==> config.mk <==
export PLATFORM = sky130hd
export DESIGN_NAME = run_sequencer
export DESIGN_NICKNAME = d
export VERILOG_FILES = /design/src/rtl/run_seq_pkg.sv /design/src/rtl/run_cycle_counter.sv /design/src/rtl/run_sequencer.sv
export SDC_FILE = /design/constraint.sdc
export NUM_CORES = 1
export LEC_CHECK = 0
export BUFFER_PORTS_ARGS = -buffer_cell sky130_fd_sc_hd__buf_4
export CAP_MARGIN = 30
export CORE_AREA = 2 2 55 70
export CTS_CLUSTER_SIZE = 24
export DETAILED_ROUTE_END_ITERATION = 6
export DIE_AREA = 0 0 57 72
export HOLD_SLACK_MARGIN = 0.03
export PLACE_DENSITY = 0.77
export SETUP_SLACK_MARGIN = 0.1
export SYNTH_ARGS = -nofsm -noshare
export SYNTH_HDL_FRONTEND = slang
export SYNTH_HIERARCHICAL = 1
export SYNTH_SLANG_ARGS = --single-unit
==> constraint.sdc <==
create_clock -name clk -period 2.3 [get_ports clk]
set_clock_uncertainty 0.15 [all_clocks]
set_input_delay 0.46 -clock clk [delete_from_list [all_inputs] [get_ports clk]]
set_output_delay 0.46 -clock clk [all_outputs]
set_load 0.005 [all_outputs]
==> src/rtl/run_seq_pkg.sv <==
// Shared types and constants for the program-run sequencer and the control decoder.
package run_seq_pkg;

  typedef enum logic [2:0] {
    ST_IDLE,
    ST_ARMED,
    ST_LOAD,
    ST_RUN,
    ST_DONE,
    ST_FINISHED
  } run_state_t;

  localparam logic [8:0] DEFAULT_HALT_INSTR = 9'b010000000;

endpackage

==> src/rtl/run_cycle_counter.sv <==
// Saturating per-program cycle counter with clear and enable.
// Terminal-count output exists only when RUN_SEQUENCER_WATCHDOG_EN is defined.
module run_cycle_counter #(
  parameter int               CYC_W  = 16,
  parameter logic [CYC_W-1:0] TC_VAL = '1
) (
  input  logic             clk,
  input  logic             reset,
  input  logic             clr,
  input  logic             en,
`ifdef RUN_SEQUENCER_WATCHDOG_EN
  output logic             tc,
`endif
  output logic [CYC_W-1:0] count
);

  always_ff @(posedge clk or negedge reset) begin
    if (!reset) begin
      count <= '0;
    end else if (clr) begin
      count <= '0;
    end else if (en && (count != '1)) begin
      count <= count + CYC_W'(1);
    end
  end

`ifdef RUN_SEQUENCER_WATCHDOG_EN
  // Fires one cycle early so the sequencer leaves RUN exactly as count lands on TC_VAL.
  assign tc = en && (count == (TC_VAL - CYC_W'(1)));
`endif

endmodule

==> src/rtl/run_sequencer.sv <==
// Sequences NUM_PROGS programs through the core: load base PC, run until halt, report.
// Optional watchdog compiled in with RUN_SEQUENCER_WATCHDOG_EN.
module run_sequencer
  import run_seq_pkg::*;
#(
  parameter int                 NUM_PROGS  = 3,
  parameter int                 PC_W       = 10,
  parameter int                 INSTR_W    = 9,
  parameter logic [INSTR_W-1:0] HALT_INSTR = DEFAULT_HALT_INSTR,
  parameter int                 CYC_W      = 16,
  parameter logic [CYC_W-1:0]   TIMEOUT    = '1,
  localparam int                IDX_W      = (NUM_PROGS > 1) ? $clog2(NUM_PROGS) : 1
) (
  input  logic                      clk,
  input  logic                      reset,
  input  logic                      start,
  input  logic [INSTR_W-1:0]        instr,
  input  logic [NUM_PROGS*PC_W-1:0] prog_base,
  output logic                      pc_load,
  output logic [PC_W-1:0]           pc_load_val,
  output logic                      run_en,
  output logic                      halt,
  output logic [IDX_W-1:0]          prog_idx,
  output logic                      done,
  output logic                      all_done,
  output logic [CYC_W-1:0]          cycle_count,
  output logic                      timeout
);

  localparam logic [IDX_W-1:0] LAST_IDX = IDX_W'(NUM_PROGS - 1);

  run_state_t       state_q, state_d;
  logic [IDX_W-1:0] idx_q, idx_d;
  logic             wd_expire;

  assign pc_load     = (state_q == ST_LOAD);
  assign run_en      = (state_q == ST_RUN);
  assign halt        = run_en && (instr == HALT_INSTR);
  assign done        = (state_q == ST_DONE) || (state_q == ST_FINISHED);
  assign all_done    = (state_q == ST_FINISHED);
  assign prog_idx    = idx_q;
  assign pc_load_val = prog_base[int'(idx_q)*PC_W +: PC_W];

`ifdef RUN_SEQUENCER_WATCHDOG_EN
  logic tc;
  logic timeout_q;

  assign wd_expire = tc;
  assign timeout   = timeout_q;

  // Halt takes priority: a coinciding halt never reports a timeout.
  always_ff @(posedge clk or negedge reset) begin
    if (!reset) begin
      timeout_q <= 1'b0;
    end else if (state_d == ST_LOAD) begin
      timeout_q <= 1'b0;
    end else if (run_en && !halt && tc) begin
      timeout_q <= 1'b1;
    end
  end
`else
  assign wd_expire = 1'b0;
  assign timeout   = 1'b0;
`endif

  run_cycle_counter #(
    .CYC_W  (CYC_W),
    .TC_VAL (TIMEOUT)
  ) u_cycle_counter (
    .clk   (clk),
    .reset (reset),
    .clr   (pc_load),
    .en    (run_en),
`ifdef RUN_SEQUENCER_WATCHDOG_EN
    .tc    (tc),
`endif
    .count (cycle_count)
  );

  always_ff @(posedge clk or negedge reset) begin
    if (!reset) begin
      state_q <= ST_IDLE;
      idx_q   <= '0;
    end else begin
      state_q <= state_d;
      idx_q   <= idx_d;
    end
  end

  always_comb begin
    state_d = state_q;
    idx_d   = idx_q;
    case (state_q)
      ST_IDLE:     if (start) state_d = ST_ARMED;
      ST_ARMED:    if (!start) state_d = ST_LOAD;
      ST_LOAD:     state_d = ST_RUN;
      ST_RUN:      if (halt || wd_expire) state_d = ST_DONE;
      ST_DONE: begin
        if (idx_q == LAST_IDX) begin
          state_d = ST_FINISHED;
        end else if (start) begin
          state_d = ST_ARMED;
          idx_d   = idx_q + IDX_W'(1);
        end
      end
      ST_FINISHED: state_d = ST_FINISHED;
      default:     state_d = ST_IDLE;
    endcase
  end

endmodule

==> metrics.txt, run 1 <==
CTS Root Cell=clkbuf_8; vias in the first global route=1494; worst skew pair latency=0.26 ns; Detailed Place HPWL=2979 µm; Via-to-Cell Ratio=5.614; wire per inst=14.15 µm; ys async rst share=100.0%; H-tree Lvls=1; area leader, netlist=dfrtp_1; Num CTS Buffers=3; Layout Area Growth over Synthesis=46.45%; antenna violations before repair=0; Critical Path Sink=u_cycle_counter/count[11]; Synth Register Bits=21; Maximum Capacitance Violations=0; max-slew violations=0; Syn Nets=210; Top FF cell, synth=dfrtp_1; Final Non-Filler Cells=285; syn avg cell area=9.022 µm²; die area=4104 µm²; CP Capture Type=flop; placed insts=278; final wirelength=4033 µm; Core Area=3423 µm²; height of the die=72 µm; Hold Slack=0.3419 ns; die width=57 µm; pin count of the biggest net entering global routing=22; gr ovfl total=0; R2R depth=6; overall global routing resource usage=19.55%; reg2reg start=u_cycle_counter/count[0]; main area contributors after synthesis=dfrtp_1 (35%), mux2i_1 (7.4%), nand2_1 (4.3%), o21ai_0 (4.0%), a21oi_1 (3.7%); ratio of cells with drive above 1 in the final layout=42.68%; setup_tns=0 ns; PD cells=554.9 nW/µm²; clk slew on worst S/H paths=0.08 ns; Synth Instances=166; Critical Path AT=2.10 ns; maximum VDD drop=0.3816 mV; Seq/Total Area, Yosys=35.09%; Place WS=0.1711 ns; DRC Markers=0; Clock Tree Buf Depth=2; Ant. Diodes=0; drt first pass iters=4; fin crit share=91.38%; r2r setup slk=0.20 ns; Ports=76; post-synth top area share=35.09%; CP Launch Type=flop; Final Util=64.07%; Netlist cell types=43; R2R Path End=u_cycle_counter/count[11]; Worst Setup Path Type=flop to flop; RSZ-0062 raised after global routing=no; cell with the most instances after synthesis=dfrtp_1; ANT nets after route=0; CP Launch Point=u_cycle_counter/count[0]; detailed router's first-iteration violation count=89; Post-synth top cells=dfrtp_1 (21), nand2_1 (17), o21ai_0 (12); static leakage=1.098 nW; fmax=475.8 MHz; Hold Violations, Final=0; Setup violations, final=0; Final WS setup=0.1983 ns; layout net count=291; Sink Count=21; site row count=24; final critical-path required period=2.102 ns; Buffers on Ports=74; initial core utilization=43.75%; HP Class=input port to flop; required time worst endpoint=2.30 ns; GP Congestion=0.8056; YS warnings=6; outcome=complete, no violations; crit path max fanout=7; via count=1600; mapped cell area=1498 µm²; first-pass GRT wire length=6410 µm; CTS tree=done; Post-synth EDFFs=0
-- report_power, final --
group	total (W)	leakage, nW	internal (W)	switching (W)
clock network	0.000243	0.0228	0.000124	0.000120
logic	0.000461	0.804	0.000251	0.000210
registers	0.000512	0.271	0.000424	0.0000880
total	0.00122	1.10	0.000799	0.000418
-- state kept, by name, indices dropped and copies added (netlist names) --
name and count:
u_cycle_counter/count 16, prog_idx 2, state_q 3
-- worst min-delay path by stage --
| stage | cells after the start | endpoint | startpoint | slack (ns) |
|---|---|---|---|---|
| finish | 3 | state_q[2] | start | 0.34 |
| global route | 3 | state_q[2] | start | 0.34 |
| CTS | 3 | state_q[2] | start | 0.34 |
| detailed placement | 1 | u_cycle_counter/count[13] | reset | 0.21 |
| global placement | 1 | u_cycle_counter/count[15] | reset | 0.21 |
| floorplan | 0 | prog_idx[0] | reset | 0.01 |
-- stage by stage --
stage / cell area [µm²] / total power [W]
6_report: 2193 / 0.001217
5_1_grt: 2193 / 0.001292
4_1_cts: 2167 / 0.001194
3_5_place_dp: 2112 / 0.0009466
3_3_place_gp: 2112 / 0.0009456
2_1_floorplan: 1498 / 0.0007119
-- logic make-up after synthesis --
logic type	after synthesis	synth area share [%]
simple gates	71	30.83
compound gates	39	16.12
flops	21	35.09
buf+inv	16	5.096
mux	15	10.36
fa+ha+maj	2	1.671
other cells	1	0.2504
xor+xnor	1	0.5849
-- layout by cell type (no fill, tap or decap), drive strengths merged, types with 5 or more instances in the layout --
cell type / synthesis / layout
nor2b: 6 / 6
o31ai: 7 / 7
nor4: 6 / 6
o21ai: 15 / 15
inv: 7 / 6
mux2i: 11 / 11
or4: 7 / 7
nand3: 5 / 5
nand4: 7 / 7
a21oi: 11 / 11
dfrtp: 21 / 21
buf: 4 / 84
nor2: 7 / 7
nand2: 17 / 17
-- metal layers --
metal / routed length [µm] / vias to the layer above / GRT usage, %
li1: - / 775 / -
met1: 1590 / 734 / 22.45
met2: 2030 / 81 / 35.38
met3: 330 / 10 / 3.922
met4: 81 / 0 / 7.494
met5: 0 / - / 0
-- critical path: stages, from the launching register on --
cell and delay, ns:
dfrtp_1 0.43, ha_1 0.28, nand4_2 0.14, nor4_4 0.06, buf_4 0.16, nor4_1 0.41, mux2_1 0.36
-- final cells by class --
cell class / instances / area, µm²
fillers: 301 / 1230
multi-input cells: 129 / 904.6
repair buffers: 85 / 638.1
flip-flops and latches: 21 / 526.8
well taps: 39 / 48.80
clock buffers: 4 / 45.04
inverters: 7 / 30.03
-- repair_timing --
action                                 CTS  global route
setup buffers                            0             2
endpoints found under the hold margin   21             0
hold buffers                             1             0
resized for setup                        0             4
setup endpoints to repair                0             8
(Power assumes the default switching activity.)
==> run 2: changes to the inputs <==
--- a/config.mk
+++ b/config.mk
@@ -5,14 +5,14 @@
 export SDC_FILE = /design/constraint.sdc
 export NUM_CORES = 1
 export LEC_CHECK = 0
-export BUFFER_PORTS_ARGS = -buffer_cell sky130_fd_sc_hd__buf_4
 export CAP_MARGIN = 30
 export CORE_AREA = 2 2 55 70
 export CTS_CLUSTER_SIZE = 24
 export DETAILED_ROUTE_END_ITERATION = 6
 export DIE_AREA = 0 0 57 72
+export DONT_BUFFER_PORTS = 1
 export HOLD_SLACK_MARGIN = 0.03
-export PLACE_DENSITY = 0.77
+export PLACE_DENSITY = 0.58
 export SETUP_SLACK_MARGIN = 0.1
 export SYNTH_ARGS = -nofsm -noshare
 export SYNTH_HDL_FRONTEND = slang
==> run 2 against run 1 <==
  * Sequential power is essentially flat
  * Non-clock buffer count fell by 75
  * Global-route usage is 2.7 points lower
  * Combinational power is 32% lower
  * Setup slack worse by 0.024 ns
  * Cell area shrank 25%
  * Fmax fell by 1.1%
  * Cell count down 26%
  * Wire length shrank 12%
  * First-iteration DRC count fell by 40%
==> metrics.txt, run 2 (synthesis results as in run 1) <==
Critical Path AT=2.16 ns; initial core utilization=43.75%; Num CTS Buffers=3; R2R depth=6; site row count=24; antenna violations before repair=0; height of the die=72 µm; Layout Area Growth over Synthesis=9.357%; overall global routing resource usage=16.90%; most frequent cells in the layout=dfrtp_1 (20), nand2_1 (17), o21ai_0 (12); Largest register FFs=16; detailed router's first-iteration violation count=53; clk slew on worst S/H paths=0.08 ns; RSZ-0062 raised after global routing=yes; die width=57 µm; CTS Root Cell=clkbuf_8; Maximum Capacitance Violations=0; Via-to-Cell Ratio=6.095; R2R Path End=u_cycle_counter/count[3]; CP Launch Point=state_q[2]; Setup violations, final=0; pin count of the biggest net entering global routing=23; final wirelength=3539 µm; DRC Markers=0; ANT nets after route=0; commonest non-fill, non-tap cell in the layout=dfrtp_1; Logic pwr share=29.4%; fin crit share=92.43%; Internal Pwr Total=0.0006849 W; sw frac=35.79%; reg2reg start=state_q[2]; Worst Setup Path Type=flop to flop; Sink Count=21; CTS tree=done; maximum VDD drop=0.3858 mV; PD cells=651.2 nW/µm²; via count=1286; Ports=76; setup_tns=0 ns; net switching power=0.0003817 W; crit path max fanout=11; Detailed Place HPWL=2616 µm; Ant. Diodes=0; HP Class=input port to flop; final critical-path required period=2.126 ns; worst skew pair latency=0.25 ns; ratio of cells with drive above 1 in the final layout=18.02%; layout net count=217; gr ovfl total=0; drt first pass iters=4; fmax=470.4 MHz; Top reg by flops=u_cycle_counter/count; hold depth=2; Clock Tree Buf Depth=2; # fillers=341; vias in the first global route=1186; Core Area=3423 µm²; max-slew violations=0; first-pass GRT wire length=5485 µm; Flop pwr share=48.0%; wire per inst=16.77 µm; hold_sp=start; Buffers on Ports=0; Clk pwr share=22.6%; H-tree Lvls=1; static leakage=0.7273 nW; CP Capture Type=flop; CP Launch Type=flop; worst hold path endpoint=state_q[2]; die area=4104 µm²; Hold Violations, Final=0; GP Congestion=0.8316; required time worst endpoint=2.34 ns; outcome=complete, no violations; r2r setup slk=0.17 ns; Final Util=47.84%
==> run 2: metal layers <==
layer  up-vias  share of wire (%)  GRT usage [%]
met5         -                  0              0
met4         0               0.96          5.426
met3         2                7.6          2.674
met2        74                 55          32.82
met1       586                 36          18.31
li1        624                  -              -
==> run 2: cell type report <==
cell class / instances / area (µm²) / area share [%]
Clock inverter: 1 / 5.005 / 0.3056
Clock buffer: 3 / 41.29 / 2.521
Tap cell: 39 / 48.80 / 2.979
Timing Repair Buffer: 10 / 85.08 / 5.195
Inverter: 7 / 30.03 / 1.833
Timing Repair inverter: 1 / 5.005 / 0.3056
Sequential cell: 21 / 526.8 / 32.16
Multi-Input combinational cell: 129 / 895.9 / 54.70
==> run 2: how the worst max path moves through the flow <==
stage	to
floorplan	u_cycle_counter/count[3]
global placement	u_cycle_counter/count[3]
detailed placement	u_cycle_counter/count[3]
CTS	u_cycle_counter/count[3]
global route	u_cycle_counter/count[3]
finish	u_cycle_counter/count[3]
==> run 2: power groups by stage <==
stage / clock network (W) / logic [W] / registers (W)
final: 0.000241 / 0.000314 / 0.000512
after global routing: 0.000261 / 0.000357 / 0.000527
after CTS: 0.000250 / 0.000286 / 0.000514
after detailed placement: 0 / 0.000277 / 0.000521
after global placement: 0 / 0.000267 / 0.000517
after floorplan: 0 / 0.000209 / 0.000503
==> run 2: stage by stage <==
step	instance area [µm²]	hold slack, ns	setup WS, ns	total power, W	cells
floorplan	1498	0.01441	0.2834	0.0007119	166
global placement	1541	0.01497	0.2294	0.0007848	202
detailed placement	1541	0.01496	0.1704	0.0007977	202
CTS	1598	0.2303	0.1592	0.001049	207
global route	1638	0.2595	0.06880	0.001145	211
finish	1638	0.2308	0.1741	0.001067	211
==> run 2: critical path, cell delays in order, from the launching register on <==
cell,delay [ns]
dfrtp_1,0.40
nand2b_1,0.20
inv_1,0.08
and2_2,0.21
clkinvlp_4,0.20
or4_2,0.67
a21oi_1,0.15
==> run 2: what timing repair did <==
item                                   in CTS  in global routing
resized for setup                           0                  2
hold buffers                                1                  0
setup buffers                               0                  2
endpoints found under the hold margin      21                  0
setup endpoints to repair                   0                  4
==> run 3: changes to the inputs <==
--- a/config.mk
+++ b/config.mk
@@ -5,11 +5,12 @@
 export SDC_FILE = /design/constraint.sdc
 export NUM_CORES = 1
 export LEC_CHECK = 0
+export ABC_AREA = 1
 export CAP_MARGIN = 30
-export CORE_AREA = 2 2 55 70
+export CORE_AREA = 2 2 57 72
 export CTS_CLUSTER_SIZE = 24
 export DETAILED_ROUTE_END_ITERATION = 6
-export DIE_AREA = 0 0 57 72
+export DIE_AREA = 0 0 59 74
 export DONT_BUFFER_PORTS = 1
 export HOLD_SLACK_MARGIN = 0.03
 export PLACE_DENSITY = 0.58
==> run 3 against run 2 <==
  * Die area rose by 6.4%
  * Synthesized cell count is 44% higher
  * Largest power group is now combinational cells
  * Highest routed layer unchanged
  * Clock power about the same
  * Non-clock buffer count is 5 lower
  * Count of clock-buffer cells in the layout stayed put
  * Flip-flop and latch count is the same
  * Setup slack improved by 0.14 ns
  * Critical path depth shrank 2
  * Cell area up 4.1%
  * Cell count up 32%
==> metrics.txt, run 3 <==
H-tree Lvls=1; HP Class=input port to flop; commonest non-fill, non-tap cell in the layout=nand2_1; die area=4366 µm²; Final WS setup=0.3128 ns; Place WS=0.4404 ns; crit path max fanout=6; via count=1534; worst skew pair latency=0.26 ns; CTS tree=done; most frequent cells in the layout=nand2_1 (60), nor2_1 (43), nand3_1 (27); Ports=76; gr ovfl total=0; antenna violations before repair=0; # fillers=388; CTS Root Cell=clkbuf_8; reg2reg start=u_cycle_counter/count[1]; Core Area=3691 µm²; mapped cell area=1615 µm²; Worst Tran Pin Value=0.6568 ns; hold_sp=start; slowest cell delay on critical path=0.45 ns; detailed router's first-iteration violation count=62; DRC Markers=0; Critical Path AT=1.38 ns; Largest register FFs=16; clk slew on worst S/H paths=0.08 ns; flip-flop and latch area=525.5 µm²; CP Launch Point=state_q[0]; overall global routing resource usage=18.28%; crit-path cells=nand2_2 > nor2_2 > inv_2 > nor3_1; die width=59 µm; ys async rst share=100.0%; main area contributors after synthesis=dfrtp_1 (33%), nand2_1 (14%), nor2_1 (10%), nand3_1 (8.4%), o31ai_1 (4.6%); outcome=complete, no violations; drt first pass iters=4; Detailed Place HPWL=2827 µm; Num CTS Buffers=3; final wirelength=3700 µm; area leader, netlist=dfrtp_1; CP bufs+invs=1; PD cells=930.6 nW/µm²; Ant. Diodes=0; Worst Setup Path Type=flop to output pin; Maximum Capacitance Violations=0; Top delay family on crit path=simple AND/OR/NAND/NOR gates; static leakage=0.8050 nW; fin crit share=86.40%; pin count of the biggest net entering global routing=24; post-synth top area share=32.53%; fmax=503.2 MHz; Top FF cell, synth=dfrtp_1; first-pass GRT wire length=6154 µm; CP Launch Type=flop; Setup Buffers After CTS=0; ANT nets after route=0; final critical-path required period=1.987 ns; maximum VDD drop=0.4027 mV; cell with the most instances after synthesis=nand2_1; required time worst endpoint=1.69 ns; Seq/Total Area, Yosys=32.53%; Clock Tree Buf Depth=2; Top reg by flops=u_cycle_counter/count; slew margin rel.=56.21%; setup_tns=0 ns; syn avg cell area=6.759 µm²; CP Capture Type=output pin; Synth Register Bits=21; Netlist cell types=30; Layout Area Growth over Synthesis=5.577%; RSZ-0062 raised after global routing=no; initial core utilization=43.76%; Via-to-Cell Ratio=5.498; max-slew violations=0; multi-input logic area=947.2 µm²; Syn Nets=283; Post-synth EDFFs=0; wire per inst=13.26 µm; Post-synth top cells=nand2_1 (60), nor2_1 (43), nand3_1 (27); Buffers on Ports=0; height of the die=74 µm; GP Congestion=0.7643; Synth Instances=239; ratio of cells with drive above 1 in the final layout=10.04%; slowest library cell on the worst path=dfrtp_1; site row count=25; layout net count=284; Hold Violations, Final=0; vias in the first global route=1334; Setup violations, final=0; YS warnings=6; Sink Count=21
-- run 3: cell types whose count changed after synthesis, moves of 5 or more --
cell     delta
nand2_1    +43
or4_1       -5
nand4_1     +5
nor2b_1     -6
nand3_1    +23
a21oi_1     -9
o21ai_0     -5
mux2i_1    -11
nor2_1     +36
inv_1      +12
-- run 3: repair_timing --
| action | in CTS | in global routing |
|---|---|---|
| endpoints found under the hold margin | 21 | 0 |
| resized for setup | 0 | 1 |
| setup endpoints to repair | 0 | 6 |
| hold buffers | 1 | 0 |
-- run 3: worst paths after layout --
kind | cells after the start | slack, ns | end
min in group asynchronous | 1 | 0.47 | u_cycle_counter/count[10]
worst min register to register | 2 | 0.43 | u_cycle_counter/count[1]
worst max-delay path | 4 | 0.31 | halt
worst max register to register | 9 | 0.44 | u_cycle_counter/count[8]
max in group asynchronous | 2 | 1.05 | state_q[2]
worst min-delay path | 4 | 0.31 | state_q[0]
-- run 3: power by group --
group	switching, W	internal (W)
Clock	0.000120	0.000121
Combinational	0.000521	0.000267
Sequential	0.000125	0.000434
-- run 3: layer usage --
layer  track usage [%]  wire length (µm)
met5                 0                 0
met3             2.957               201
met1             22.36              1550
met4             6.061                40
met2             32.47              1908
-- run 3: metrics by stage --
| step | util, % | hold slack, ns | power, W | cells | cell area [µm²] |
|---|---|---|---|---|---|
| 6_report | 46.20 | 0.3059 | 0.001587 | 279 | 1705 |
| 5_1_grt | 46.20 | 0.3146 | 0.001755 | 279 | 1705 |
| 4_1_cts | 45.69 | 0.3037 | 0.001609 | 278 | 1687 |
| 3_5_place_dp | 44.17 | 0.01479 | 0.001348 | 273 | 1630 |
| 3_3_place_gp | 44.17 | 0.01479 | 0.001350 | 273 | 1630 |
| 2_1_floorplan | - | 0.01441 | 0.001234 | 239 | 1615 |
-- run 3: kinds of logic after synthesis --
family / synth area share [%]
AOI/OAI and AO/OA: 10.53
adders and majority gates: 1.549
other: 0.2322
buffers and inverters: 8.831
and+or+nand+nor: 43.07
DFF: 32.53
xor gates and xnor gates: 3.253
-- run 3: area by class of cell --
class / instances / share of cell area [%]
Timing Repair Buffer: 5 / 2.788
Multi-Input combinational cell: 187 / 55.54
Inverter: 22 / 5.209
Sequential cell: 21 / 30.81
Tap cell: 40 / 2.935
Clock inverter: 1 / 0.2935
Clock buffer: 3 / 2.421
-- run 3: worst reg2reg max path, stage by stage (launching register included) --
cell     delay, ns
dfrtp_1       0.44
ha_1          0.22
nand2_2       0.11
nor2_4        0.06
nand2_4       0.09
nor2_1        0.05
nor2_1        0.26
buf_4         0.23
nand4_1       0.09
nand2_1       0.09
